`config.mk`:
```
export PLATFORM = sky130hd
export DESIGN_NAME = see_cone_stimulus
export DESIGN_NICKNAME = d
export VERILOG_FILES = /design/src/rtl/see_cone_stimulus.sv
export SDC_FILE = /design/constraint.sdc
export NUM_CORES = 1
export LEC_CHECK = 0
export ABC_AREA = 1
export CAP_MARGIN = 20
export CORE_ASPECT_RATIO = 0.9
export CORE_UTILIZATION = 47
export CTS_CLUSTER_DIAMETER = 150
export DETAILED_ROUTE_END_ITERATION = 7
export PLACE_DENSITY_LB_ADDON = 0.15
export SYNTH_ARGS = -nofsm -noshare
export SYNTH_HDL_FRONTEND = slang
export SYNTH_SLANG_ARGS = --single-unit
```
`constraint.sdc`:
```
create_clock -name clk -period 1.7 [get_ports clk]
set_input_delay 0.51 -clock clk [delete_from_list [all_inputs] [get_ports clk]]
set_output_delay 0.51 -clock clk [all_outputs]
set_load 0.005 [all_outputs]
```
`src/rtl/see_cone_stimulus.sv`:
```
// Exhaustive stimulus sweeper for a golden / fault-injected cone pair.
// Optional first-mismatch capture is built only when SEE_FIRST_ERR_EN is defined.
`timescale 1ns/1ps
module see_cone_stimulus #(
  parameter int NIN    = 6,
  parameter int SETTLE = 2
) (
  input  logic           clk,
  input  logic           rst,
  input  logic           start,
  input  logic [3:0]     inj_sel,
  output logic [NIN-1:0] stim,
  output logic [NIN-1:0] stim_f,
  input  logic           gold_in,
  input  logic           fault_in,
  output logic           busy,
  output logic           done,
  output logic           res_valid,
  input  logic           res_ready,
  output logic [NIN-1:0] res_vec,
  output logic           res_err,
  output logic [NIN:0]   err_cnt,
  output logic [NIN-1:0] first_err_vec
);

  typedef enum logic [2:0] {
    ST_IDLE,
    ST_DRIVE,
    ST_SETTLE,
    ST_SAMPLE,
    ST_REPORT,
    ST_FINISH
  } state_t;

  localparam logic [3:0]     SETTLE_LAST = 4'(SETTLE - 1);
  localparam logic [NIN-1:0] VEC_LAST    = {NIN{1'b1}};
  localparam logic [NIN:0]   CNT_MAX     = {1'b1, {NIN{1'b0}}};

  state_t         r_state;
  state_t         w_state_next;
  logic [NIN-1:0] r_vec;
  logic [NIN-1:0] w_vec_next;
  logic [3:0]     r_sel;
  logic [3:0]     w_sel_next;
  logic [3:0]     r_cnt;
  logic [NIN-1:0] r_stim;
  logic [NIN-1:0] r_stim_f;
  logic [NIN-1:0] r_res_vec;
  logic           r_res_err;
  logic [NIN:0]   r_err_cnt;
  logic [NIN-1:0] w_mask;
  logic           w_mismatch;
  logic           w_sweep_start;

  // Out-of-range selects leave every mask bit clear, so no line flips.
  genvar gi;
  generate
    for (gi = 0; gi < NIN; gi++) begin : g_mask
      assign w_mask[gi] = ({28'd0, w_sel_next} == gi);
    end
  endgenerate

  assign w_mismatch    = gold_in ^ fault_in;
  assign w_sweep_start = (r_state == ST_IDLE) && start;

  always_comb begin
    w_state_next = r_state;
    w_vec_next   = r_vec;
    w_sel_next   = r_sel;
    case (r_state)
      ST_IDLE: begin
        if (start) begin
          w_state_next = ST_DRIVE;
          w_vec_next   = '0;
          w_sel_next   = inj_sel;
        end
      end
      ST_DRIVE:  w_state_next = ST_SETTLE;
      ST_SETTLE: begin
        if (r_cnt == SETTLE_LAST) w_state_next = ST_SAMPLE;
      end
      ST_SAMPLE: w_state_next = ST_REPORT;
      ST_REPORT: begin
        if (res_ready) begin
          if (r_vec == VEC_LAST) begin
            w_state_next = ST_FINISH;
          end else begin
            w_state_next = ST_DRIVE;
            w_vec_next   = r_vec + 1'b1;
          end
        end
      end
      ST_FINISH: w_state_next = ST_IDLE;
      default:   w_state_next = ST_IDLE;
    endcase
  end

  always_ff @(posedge clk) begin
    if (rst) begin
      r_state   <= ST_IDLE;
      r_vec     <= '0;
      r_sel     <= '0;
      r_cnt     <= '0;
      r_stim    <= '0;
      r_stim_f  <= '0;
      r_res_vec <= '0;
      r_res_err <= 1'b0;
      r_err_cnt <= '0;
    end else begin
      r_state <= w_state_next;
      r_vec   <= w_vec_next;
      r_sel   <= w_sel_next;
      r_cnt   <= (r_state == ST_SETTLE) ? r_cnt + 4'd1 : 4'd0;
      // Stimulus is loaded on DRIVE entry so it is visible during DRIVE.
      if (w_state_next == ST_DRIVE) begin
        r_stim   <= w_vec_next;
        r_stim_f <= w_vec_next ^ w_mask;
      end
      if (w_sweep_start) r_err_cnt <= '0;
      if (r_state == ST_SAMPLE) begin
        r_res_vec <= r_vec;
        r_res_err <= w_mismatch;
        if (w_mismatch && (r_err_cnt != CNT_MAX)) r_err_cnt <= r_err_cnt + 1'b1;
      end
    end
  end

`ifdef SEE_FIRST_ERR_EN
  logic [NIN-1:0] r_first_err;

  always_ff @(posedge clk) begin
    if (rst) begin
      r_first_err <= '0;
    end else if (w_sweep_start) begin
      r_first_err <= '0;
    end else if ((r_state == ST_SAMPLE) && w_mismatch && (r_err_cnt == '0)) begin
      r_first_err <= r_vec;
    end
  end

  assign first_err_vec = r_first_err;
`else
  assign first_err_vec = '0;
`endif

  assign stim      = r_stim;
  assign stim_f    = r_stim_f;
  assign busy      = (r_state != ST_IDLE);
  assign done      = (r_state == ST_FINISH);
  assign res_valid = (r_state == ST_REPORT);
  assign res_vec   = r_res_vec;
  assign res_err   = r_res_err;
  assign err_cnt   = r_err_cnt;

endmodule
```
Word-level counts from Yosys, hierarchy flattened. Index checks and enable logic that the tools add are counted.

Equality and inequality tests: 14. Mux-type cells: 14. Add/subtract/negate cells: 3. Bitwise operators: 3. Reductions and logical operators: 6.

Operator list (count): $mux W7 (3); $mux W6 (3); $pmux W3 S5 (1); $mux W3 (4); $pmux W6 S2 (1); $eq A4 B1 Y1 const B (2); $eq A4 B2 Y1 const B (2); $eq A4 B3 Y1 const B (2); $mux W4 (2); $add A7 B1 Y7 const B (1); $ne A7 B7 Y1 const B (1); $add A6 B1 Y6 const B (1); $eq A3 B1 Y1 const B (2); $eq A3 B2 Y1 const B (2); $eq A3 B3 Y1 const B (2); $eq A6 B6 Y1 const B (1); $xor A6 B6 Y6 (1); $add A4 B1 Y4 const B (1); $logic_not A4 Y1 (1); $logic_not A3 Y1 (1); $reduce_bool A3 Y1 (1); $logic_and A1 B1 Y1 (2); $reduce_or A2 Y1 (1); $not A1 Y1 (1); $xor A1 B1 Y1 (1).

Input port bits: 10. Logic and storage cells: 49. Flip-flop bits (word level): 43. Output and inout port bits: 35.

Depth between registers and ports, before layout. Gate-level depths: netlist (run 1).

Depth after elaboration: 5. Depth in mapped cells: 13. Mapped depth without buffers: 13.

Worst setup path after synthesis (run 1). OpenSTA, ideal clock, no wires.

Path type: reg-to-reg. Start: register r_vec[0]. End: register r_stim_f[3], in the netlist stim_f[3]. Required time: 1.591 ns. Path slack: 0.159 ns. Arrival time: 1.432 ns. Buffers on the path: 1. Period minus slack after synthesis: 1.541 ns. Cell stages (with the launch flop): 12. Library setup time: 0.109 ns. Cell sequence: dfxtp_1 ha_1 nand3_1 o21bai_1 nand2_4 nand2_4 inv_4 buf_6 nor2_1 nor2_1 nand2_1 inv_1.

Longest elaborated chain between the ends: 5. Elaborated cells between the ends (all ways): 10. Those cells by class: add/sub: 1; eq/ne: 2; mux: 6; bitwise: 1.

RTL lines: start, declared (line 41) `logic [NIN-1:0] r_vec;`; start signal, assigned (line 111) `r_vec <= w_vec_next;`; $add A6 B1 Y6 or $eq A6 B6 Y1 (tied branches) (line 89, 85); $mux W6 or $mux W3 (tied branches) (line 85) `if (r_vec == VEC_LAST) begin`; $mux W6 or $mux W3 (tied branches) (line 84) `if (res_ready) begin`; $pmux W6 S2 or $pmux W3 S5 (tied branches) (line 70) `case (r_state)`; $xor A6 B6 Y6 or $eq A3 B1 Y1 (tied branches) (line 117, 115); end signal, assigned (line 117) `r_stim_f <= w_vec_next ^ w_mask;`; end, declared (line 47) `logic [NIN-1:0] r_stim_f;`.

Several ways; a longest one is shown, not always the timed one. A chain may end at the register's enable or synchronous reset.

Worst setup path after layout (run 1).
Start: register r_stim_f[0], in the netlist stim_f[0]. End: output stim_f[0].

RTL lines: end, declared (line 13) `output logic [NIN-1:0] stim_f,`.

No word-level cell between the ends.

==> results of run 1 <==
## per-stage QoR
stage	cell area [µm²]	setup slack (ns)	setup TNS, ns	hold WS [ns]	cells
3_3_place_gp	2970	-0.362	-5.47	0.452	466
3_5_place_dp	2970	-0.393	-6.04	0.457	466
6_report	3260	0.0405	0	0.467	482
2_1_floorplan	2350	0.159	0	0.433	348
5_1_grt	3260	-0.0223	-0.0472	0.483	482
4_1_cts	3160	0.00517	0	0.472	478
## sequential cells by signal (all words and copies together), names as in the netlist
name / flops
r_state: 3
res_vec: 6
stim_f: 6
stim: 6
err_cnt: 7
r_sel: 4
r_vec: 6
r_cnt: 4
res_err: 1
## logic make-up (layout without fill, tap and decap cells)
kind of cell	count (synthesis)	after routing	synth area share, %
compound gates	43	43	10.1
flops	43	43	37.0
xor+xnor	5	5	1.88
other cells	1	6	0.161
fa+ha+maj	5	5	2.69
simple gates	190	190	37.3
buf+inv	56	128	10.9
## routing by layer
layer,vias up,routed length [µm],track usage [%]
met5,-,0,0
met4,0,73,8.65
met2,72,2640,36.3
met1,1060,2650,28.3
li1,1233,-,-
met3,7,300,3.95
## layout by cell type (no fill, tap or decap), types with 3 or more instances in the layout
master	count
a21oi_1	20
buf_4	36
buf_6	3
clkbuf_8	5
clkdlybuf4s50_1	31
conb_1	6
dfxtp_1	30
dfxtp_2	7
dfxtp_4	6
dlymetal6s2s_1	3
ha_1	4
inv_1	35
inv_2	4
nand2_1	84
nand2_2	12
nand2_4	4
nand3_1	27
nand3_2	3
nand4_1	5
nor2_1	35
nor2_2	11
nor3_1	3
o21ai_0	10
o21ai_1	6
xnor2_1	3
## layout make-up
| type | count | area share [%] |
|---|---|---|
| clock buffers | 6 | 2.22 |
| clock inverters | 2 | 1.84 |
| inverters | 42 | 5.18 |
| multi-input cells | 249 | 39.6 |
| flip-flops and latches | 43 | 27.3 |
| well taps | 62 | 2.38 |
| repair buffers | 78 | 21.4 |
## timing repair
| action | 4_1_cts | 5_1_grt |
|---|---|---|
| endpoints found under the setup margin | 18 | 21 |
| gates resized for setup | 29 | 30 |
| cloned | 1 | 0 |
| buffers inserted | 3 | 4 |
| pin swaps | 3 | 4 |
## worst max path at each step
stage,depth (start not counted),end,slack [ns]
after floorplan,11,stim_f[3]$_SDFFE_PP0N_,0.16
after global placement,13,stim_f[4]$_SDFFE_PP0N_,-0.36
after detailed placement,13,stim_f[4]$_SDFFE_PP0N_,-0.39
after CTS,1,err_cnt[2],0.005
after global routing,13,stim_f[1]$_SDFFE_PP0N_,-0.02
final,1,stim_f[0],0.04
## power breakdown
part	internal (mW)	leakage [nW]	switching, mW	total, mW
Sequential	1.06	0.358	0.0375	1.10
Combinational	0.274	1.10	0.316	0.591
Clock	0.587	0.0654	0.351	0.938
Total	1.92	1.52	0.705	2.63
==> impl_results.md, run 1 <==
* Worst Hold Launch: stim[1]$_SDFFE_PP0N_
* Core ar. at 4600 µm²
* Num rows at 23
* Synth area leaders: dfxtp_1, nand2_1, nor2_1
* H-Tree Depth at 2
* Synth cell types at 36
* Initial antenna violation count at 0
* Ys async rst share at 0%
* Crit share post-route at 97.6%
* Clock skew at 0.0127 ns
* Sequential share of the synthesized area at 37.0%
* Inserted Diodes at 0
* Number of fill cells at 393
* Pwr Total at 2.63 mW
* DRC at 0
* Synth Warn # at 0
* Sequential cell area at 892 µm²
* DRT Pass-1 Iters at 4
* Hold Vio Cnt, Final at 0
* Critical path class: reg -> out
* Fmax at 603 MHz
* DR WL/cell at 11.7 µm
* Number of flops mapped to enable cells by yosys at 0
* First-pass GRT wire length at 9.03 mm
* RSZ-0062 raised after global routing: yes
* Worst Path Arrival at 1.15 ns
* Hold WC Path Type: reg -> reg
* CTS Buf Count at 5
* Total track usage at 21.7%
* Final setup viols at 0
* DRT iter0 DRCs at 116
* NumNets Final at 434
* Routed Wire Length at 5.66 mm
* Die Y at 68.8 µm
* Reg2Reg Depth at 14
* Cells after Synth at 343
* Max cap viols at 0
* Min Tclk post-route at 1.66 ns
* Synth Area per Inst at 6.78 µm²
* Max-slew violations at 0
* RR Startpoint: r_state[1]$_SDFF_PP0_
* GP Congestion at 0.830
* CP delay by family, top: buffers and inverters
* Clock Latency Late Sink at 0.30 ns
* CTS Buffer Depth at 2
* Area grow syn2layout at 40.2%
* Worst Setup SP: stim_f[0]$_SDFFE_PP0N_
* Dpl hpwl at 4.12 mm
* Vias in the first global route at 2,066
* Flop-to-flop setup slack at 0.08 ns
* Util after Layout at 70.9%
* Cell Area, Synth at 2330 µm²
* Setup crit end kind: output pin
* PwrDens at 804 nW/µm²
* VDD IR max at 0.000538 V
* # port buffers at 38
* Root Buffer Master: clkbuf_8
* DIE WIDTH at 76.2 µm
* Crit-path cells: clkdlybuf4s50_1
* Outcome: completed
* Vias at 2,372
* Largest net degree at the start of global routing at 23
* Clk sink count at 43
* Cell taking the most area after synthesis: dfxtp_1
* Die footprint at 5240 µm²
* Top-area cell type share of the netlist area at 37.0%
* Clock-pin slew on the worst setup and hold paths at 0.08 ns
* DR vias/cell at 4.92
* Post-DRT Antenna Nets at 0
* TritonCTS clock tree: yes
* Area of the multi-input gates at 1290 µm²
* Critical Path Fanout Max at 2
* Setup crit start kind: flip-flop
* Critical Path RT at 1.19 ns
* Share of cells above drive strength 1 at 25.5%
* Synthesized flop and latch total at 43
* Worst hold stages at 2
* Reg-to-Reg End: stim_f[3]$_SDFFE_PP0N_
* Synth cell count leaders: nand2_1, dfxtp_1, nor2_1
* IO Count at 45
* GRT overflow at 0
* Initial Util at 50.5%
* Max incr delay on CP at 0.51 ns
* Count leader, synth: nand2_1
* Hold Crit Endpoint: stim[1]$_SDFFE_PP0N_
* Buf+Inv Stages, Crit Path at 1
* Synth Flop Type: dfxtp_1
* Leakage at 1.52 nW
* Post-CTS Hold Buffers at 0
* Slowest CP cell: clkdlybuf4s50_1
Note: power is estimated with default switching activity, not from simulation.
==> run 2: changes to the inputs <==
==> constraint.sdc (replaced) <==
create_clock -name clk -period 1.9 [get_ports clk]
set_input_delay 0.57 -clock clk [delete_from_list [all_inputs] [get_ports clk]]
set_output_delay 0.57 -clock clk [all_outputs]
set_load 0.005 [all_outputs]
==> impl_results.md, run 2 (same netlist as run 1, synthesis figures left out) <==
* Critical Path Fanout Max at 5 (+3)
* Die footprint at 5240 µm² (unchanged)
* Min Tclk post-route at 1.82 ns
* Commonest cells after routing, fill and taps aside: nand2_1, dfxtp_1, inv_1
* Outcome: completed
* Inserted Diodes at 0 (unchanged)
* Critical path class: reg -> out
* PwrDens at 675 nW/µm² (-16%)
* Switching portion of total power at 29.9% (+3.1 points)
* Num rows at 23 (unchanged)
* GP Congestion at 0.888 (+7.0%)
* Crit share post-route at 95.7%
* Max incr delay on CP at 0.53 ns (+0.02 ns)
* TritonCTS clock tree: yes
* Max cap viols at 0 (unchanged)
* Area grow syn2layout at 33.1%
* P_int at 1.46 mW (-24%)
* Clock skew at 0.00476 ns (-0.00793 ns)
* Hold Vio Cnt, Final at 0 (unchanged)
* Post-DRT Antenna Nets at 0 (unchanged)
* DR vias/cell at 4.87 (-1.1%)
* CP delay by family, top: buffers and inverters
* Dpl hpwl at 3.93 mm (-4.7%)
* # port buffers at 38 (unchanged)
* Fmax at 550 MHz
* Vias at 2,287 (-3.6%)
* IO Count at 45 (unchanged)
* Core ar. at 4600 µm² (unchanged)
* Setup crit end kind: output pin
* DRC at 0 (unchanged)
* Largest net degree at the start of global routing at 23 (unchanged)
* Hold WC Path Type: reg -> reg
* P_sw at 625 µW (-11%)
* Clk sink count at 43 (unchanged)
* Max reg flops at 7 (unchanged)
* Leakage at 1.40 nW (-8.0%)
* CTS Buf Count at 5 (unchanged)
* GRT overflow at 0 (unchanged)
* DIE WIDTH at 76.2 µm (unchanged)
* Initial Util at 50.5% (unchanged)
* Clock-pin slew on the worst setup and hold paths at 0.08 ns (about the same)
* DRT iter0 DRCs at 122 (+5.2%)
* Clock Power Share at 28.5% (-7.2 points)
* First-pass GRT wire length at 8.92 mm (-1.2%)
* DR WL/cell at 11.6 µm (-1.5%)
* Vias in the first global route at 2,003 (-3.0%)
* Fin Hold WS at 0.466 ns (-0.00108 ns)
* Worst Path Arrival at 1.25 ns (+0.10 ns)
* Share of cells above drive strength 1 at 18.9% (-6.6 points)
* Reg power frac at 47.2% (+5.4 points)
* Slowest CP cell: clkdlybuf4s50_1
* NumNets Final at 423 (-2.5%)
* Root Buffer Master: clkbuf_8
* CTS Buffer Depth at 2 (unchanged)
* DRT Pass-1 Iters at 4 (unchanged)
* RSZ-0062 raised after global routing: no
* Combinational power share at 24.3% (+1.8 points)
* Die Y at 68.8 µm (unchanged)
* Routed Wire Length at 5.44 mm (-3.9%)
* Total track usage at 22.0% (+0.33 points)
* Buf+Inv Stages, Crit Path at 1 (unchanged)
* Max-slew violations at 0 (unchanged)
* Post-CTS Hold Buffers at 0 (unchanged)
* Initial antenna violation count at 0 (unchanged)
* Most common cell after layout, fill and taps aside: nand2_1
* VDD IR max at 0.000488 V (-9.3%)
* Clock Latency Late Sink at 0.30 ns (about the same)
* Critical Path RT at 1.33 ns (+0.14 ns)
* Crit-path cells: clkdlybuf4s50_1
* Pwr Total at 2.09 mW (-20%)
* H-Tree Depth at 2 (unchanged)
* Final setup viols at 0 (unchanged)
* Setup crit start kind: flip-flop
==> run 2: changes by cell type in the layout (fill, tap and decap cells not counted), sizes merged <==
cell           delta
buf              -14
clkdlybuf4s50     +3
bufinv            -2
dlymetal6s2s      -2
clkbuf            +1
dlygate4sd2       +1
inv               +1
==> run 2: timing repair <==
item,CTS,global route
pin swaps,2,1
gates cloned,0,1
endpoints found under the setup margin,3,8
setup buffers,5,0
resized for setup,10,20
==> run 2: per-layer routing <==
metal | track usage (%) | part of all wire, % | wire [µm] | up-vias
met5 | 0 | 0 | 0 | -
met4 | 6.97 | 1.1 | 62 | 0
met3 | 5.39 | 5.1 | 280 | 7
met2 | 36.1 | 45 | 2450 | 54
met1 | 29.0 | 49 | 2640 | 1026
li1 | - | - | - | 1200
==> run 2: cell type report <==
cell class / count / area, µm²
clock inverters: 1 / 5.00
inverters: 42 / 168
multi-input cells: 249 / 1290
clock buffers: 6 / 82.6
repair buffers: 67 / 601
flip-flops and latches: 43 / 870
well taps: 62 / 77.6
fillers: 420 / 1510
==> run 2: metrics by stage <==
stage          TNS, ns  instances  instance area [µm²]  worst slack, ns  util, %
3_5_place_dp     -2.42        458                 2890           -0.226     62.9
3_3_place_gp     -2.11        458                 2890           -0.231     62.9
2_1_floorplan        0        348                 2350            0.359        -
5_1_grt              0        470                 3100           0.0227     67.3
4_1_cts              0        470                 3030           0.0741     65.9
6_report             0        470                 3100           0.0815     67.3
==> run 2: final timing paths <==
path                         start                endpoint  slack [ns]  cells after the start
max          err_cnt[5]$_SDFF_PP0_              err_cnt[5]        0.08                      1
min reg2reg   stim[1]$_SDFFE_PP0N_    stim[1]$_SDFFE_PP0N_        0.47                      2
min           stim[1]$_SDFFE_PP0N_    stim[1]$_SDFFE_PP0N_        0.47                      2
max reg2reg  r_state[1]$_SDFF_PP0_  stim_f[4]$_SDFFE_PP0N_        0.18                     12
==> run 2: power by group through the flow <==
stage,combinational [mW],clock (mW),sequential (mW)
2_1_floorplan,0.290,0,1.01
3_3_place_gp,0.452,0,1.01
3_5_place_dp,0.456,0,1.01
4_1_cts,0.475,0.605,0.985
5_1_grt,0.562,0.649,0.992
6_report,0.508,0.596,0.986
==> run 3: changes to the inputs <==
--- a/config.mk
+++ b/config.mk
@@ -9,9 +9,11 @@
 export CAP_MARGIN = 20
 export CORE_ASPECT_RATIO = 0.9
 export CORE_UTILIZATION = 47
+export CTS_BUF_LIST = sky130_fd_sc_hd__clkbuf_4 sky130_fd_sc_hd__clkbuf_8
 export CTS_CLUSTER_DIAMETER = 150
 export DETAILED_ROUTE_END_ITERATION = 7
 export PLACE_DENSITY_LB_ADDON = 0.15
+export SKIP_CTS_REPAIR_TIMING = 1
 export SYNTH_ARGS = -nofsm -noshare
 export SYNTH_HDL_FRONTEND = slang
 export SYNTH_SLANG_ARGS = --single-unit
==> impl_results.md, run 3 (same netlist as run 1, synthesis figures left out) <==
* Dpl hpwl at 3.93 mm (unchanged)
* Num rows at 23 (unchanged)
* DRT iter0 DRCs at 140 (+15%)
* Most common cell after layout, fill and taps aside: nand2_1
* Die footprint at 5240 µm² (unchanged)
* Die Y at 68.8 µm (unchanged)
* Initial Util at 50.5% (unchanged)
* Met3 WL at 255 µm (-8.9%)
* Flop-to-flop setup slack at 0.22 ns (+0.04 ns)
* First-pass GRT wire length at 8.65 mm (-3.0%)
* Fmax at 550 MHz (about the same)
* Routed Wire Length at 5.29 mm (-2.7%)
* Sequential cell area at 870 µm² (unchanged)
* Vias at 2,273 (-0.61%)
* Cells after DPL at 458 (unchanged)
* TritonCTS clock tree: yes
* Worst Setup SP: err_cnt[5]$_SDFF_PP0_
* Critical path class: reg -> out
* Largest net degree at the start of global routing at 23 (unchanged)
* Critical Path Fanout Max at 5 (unchanged)
* Clock Latency Late Sink at 0.30 ns (about the same)
* Util after Layout at 66.9% (-0.38 points)
* Hold Vio Cnt, Final at 0 (unchanged)
* Clk sink count at 43 (unchanged)
* GRT overflow at 0 (unchanged)
* Reg power frac at 47.5% (+0.3 points)
* Max cap viols at 0 (unchanged)
* Slowest CP cell: clkdlybuf4s50_1
* Switching portion of total power at 29.7% (-0.25 points)
* DR WL/cell at 11.3 µm (-2.5%)
* Hold WC Path Type: reg -> reg
* Reg-to-Reg End: stim[4]$_SDFFE_PP0N_
* IO Count at 45 (unchanged)
* Total track usage at 21.3% (-0.75 points)
* Max-slew violations at 0 (unchanged)
* PwrDens at 673 nW/µm² (-0.26%)
* Crit share post-route at 95.6% (about the same)
* Hold Crit Endpoint: stim[1]$_SDFFE_PP0N_
* Final Instance Count excl. Fillers at 469 (-0.21%)
* Number of fill cells at 427 (+1.7%)
* Initial antenna violation count at 0 (unchanged)
* Vias in the first global route at 1,967 (-1.8%)
* Core ar. at 4600 µm² (unchanged)
* Max reg flops at 7 (unchanged)
* Outcome: completed
* Min Tclk post-route at 1.82 ns (-0.00177 ns)
* Area grow syn2layout at 32.3%
* CP delay by family, top: buffers and inverters
* Final setup viols at 0 (unchanged)
* GP Congestion at 0.888 (unchanged)
* NumNets Final at 422 (-0.24%)
* P_int at 1.46 mW (-0.47%)
* RR Startpoint: r_vec[1]$_SDFF_PP0_
* Clock Power Share at 28.8% (+0.3 points)
* Pwr Total at 2.07 mW (-0.83%)
* P_sw at 615 µW (-1.7%)
* Leakage at 1.43 nW (+2.1%)
* DR top layer: met4
* Commonest cells after routing, fill and taps aside: nand2_1, dfxtp_1, nor2_1
* VDD IR max at 0.000490 V (+0.47%)
* Setup crit start kind: flip-flop
* DRC at 0 (unchanged)
* Combinational power share at 23.6% (-0.7 points)
* Share of cells above drive strength 1 at 17.7% (-1.2 points)
* Max incr delay on CP at 0.53 ns (about the same)
* Worst Path Arrival at 1.25 ns (about the same)
* Root Buffer Master: clkbuf_8
* Worst hold stages at 2 (unchanged)
* Reg2Reg Depth at 8 (-4)
* Area of the multi-input gates at 1270 µm² (-1.5%)
* Inserted Diodes at 0 (unchanged)
* Met2 Routed Length at 2.30 mm (-6.1%)
* Setup crit end kind: output pin
* RSZ-0062 raised after global routing: no
* Clock-pin slew on the worst setup and hold paths at 0.08 ns (about the same)
* Met1 WL at 2.67 mm (+1.1%)
* DIE WIDTH at 76.2 µm (unchanged)
* H-Tree Depth at 2 (unchanged)
* Critical Path RT at 1.33 ns (about the same)
* CTS Buffer Depth at 2 (unchanged)
* CTS Buf Count at 5 (unchanged)
* DRT Pass-1 Iters at 4 (unchanged)
* Post-DRT Antenna Nets at 0 (unchanged)
* Worst Hold Launch: stim[1]$_SDFFE_PP0N_
* Clock skew at 0.00264 ns (-0.00212 ns)
* # port buffers at 38 (unchanged)
* Buf+Inv Stages, Crit Path at 1 (unchanged)
* DR vias/cell at 4.85 (-0.40%)
* Crit-path cells: clkdlybuf4s50_1
==> run 3: cell types whose count changed in the layout (fill, tap and decap cells not counted), sizes merged <==
cell and change:
clkinv +1, inv -1, clkbuf -1, dlygate4sd2 -3
dlymetal6s2s +3
==> run 3: metal layers <==
layer	GRT usage [%]	vias up
met1	28.1	1011
met3	5.39	7
met4	6.97	0
li1	-	1205
met2	34.4	50
met5	0	-
==> run 3: through the flow <==
step	setup TNS, ns	instance area [µm²]	setup WS (ns)	hold slack, ns
2_1_floorplan	0	2350	0.359	0.433
3_3_place_gp	-2.11	2890	-0.231	0.454
3_5_place_dp	-2.42	2890	-0.226	0.457
4_1_cts	-0.629	2980	-0.279	0.470
5_1_grt	0	3080	0.0233	0.481
6_report	0	3080	0.0832	0.466
==> run 3: worst max-delay path by stage <==
stage | cells past startpoint | endpoint
6_report | 1 | err_cnt[5]
4_1_cts | 3 | done
2_1_floorplan | 11 | stim_f[3]$_SDFFE_PP0N_
3_5_place_dp | 13 | stim_f[4]$_SDFFE_PP0N_
5_1_grt | 1 | err_cnt[5]
3_3_place_gp | 13 | stim_f[4]$_SDFFE_PP0N_
==> run 3: final cells by class <==
cell class | instances | area share [%]
multi-input combinational | 249 | 41.4
sequential | 43 | 28.2
timing repair buffer | 66 | 19.6
inverter | 42 | 5.40
clock buffer | 6 | 2.68
tap | 62 | 2.52
clock inverter | 1 | 0.163
==> run 3: power by group through the flow <==
| stage | combinational [mW] | sequential [mW] | clock (mW) |
|---|---|---|---|
| 6_report | 0.489 | 0.985 | 0.598 |
| 5_1_grt | 0.544 | 0.992 | 0.646 |
| 4_1_cts | 0.459 | 0.985 | 0.605 |
| 3_5_place_dp | 0.456 | 1.01 | 0 |
| 3_3_place_gp | 0.452 | 1.01 | 0 |
| 2_1_floorplan | 0.290 | 1.01 | 0 |
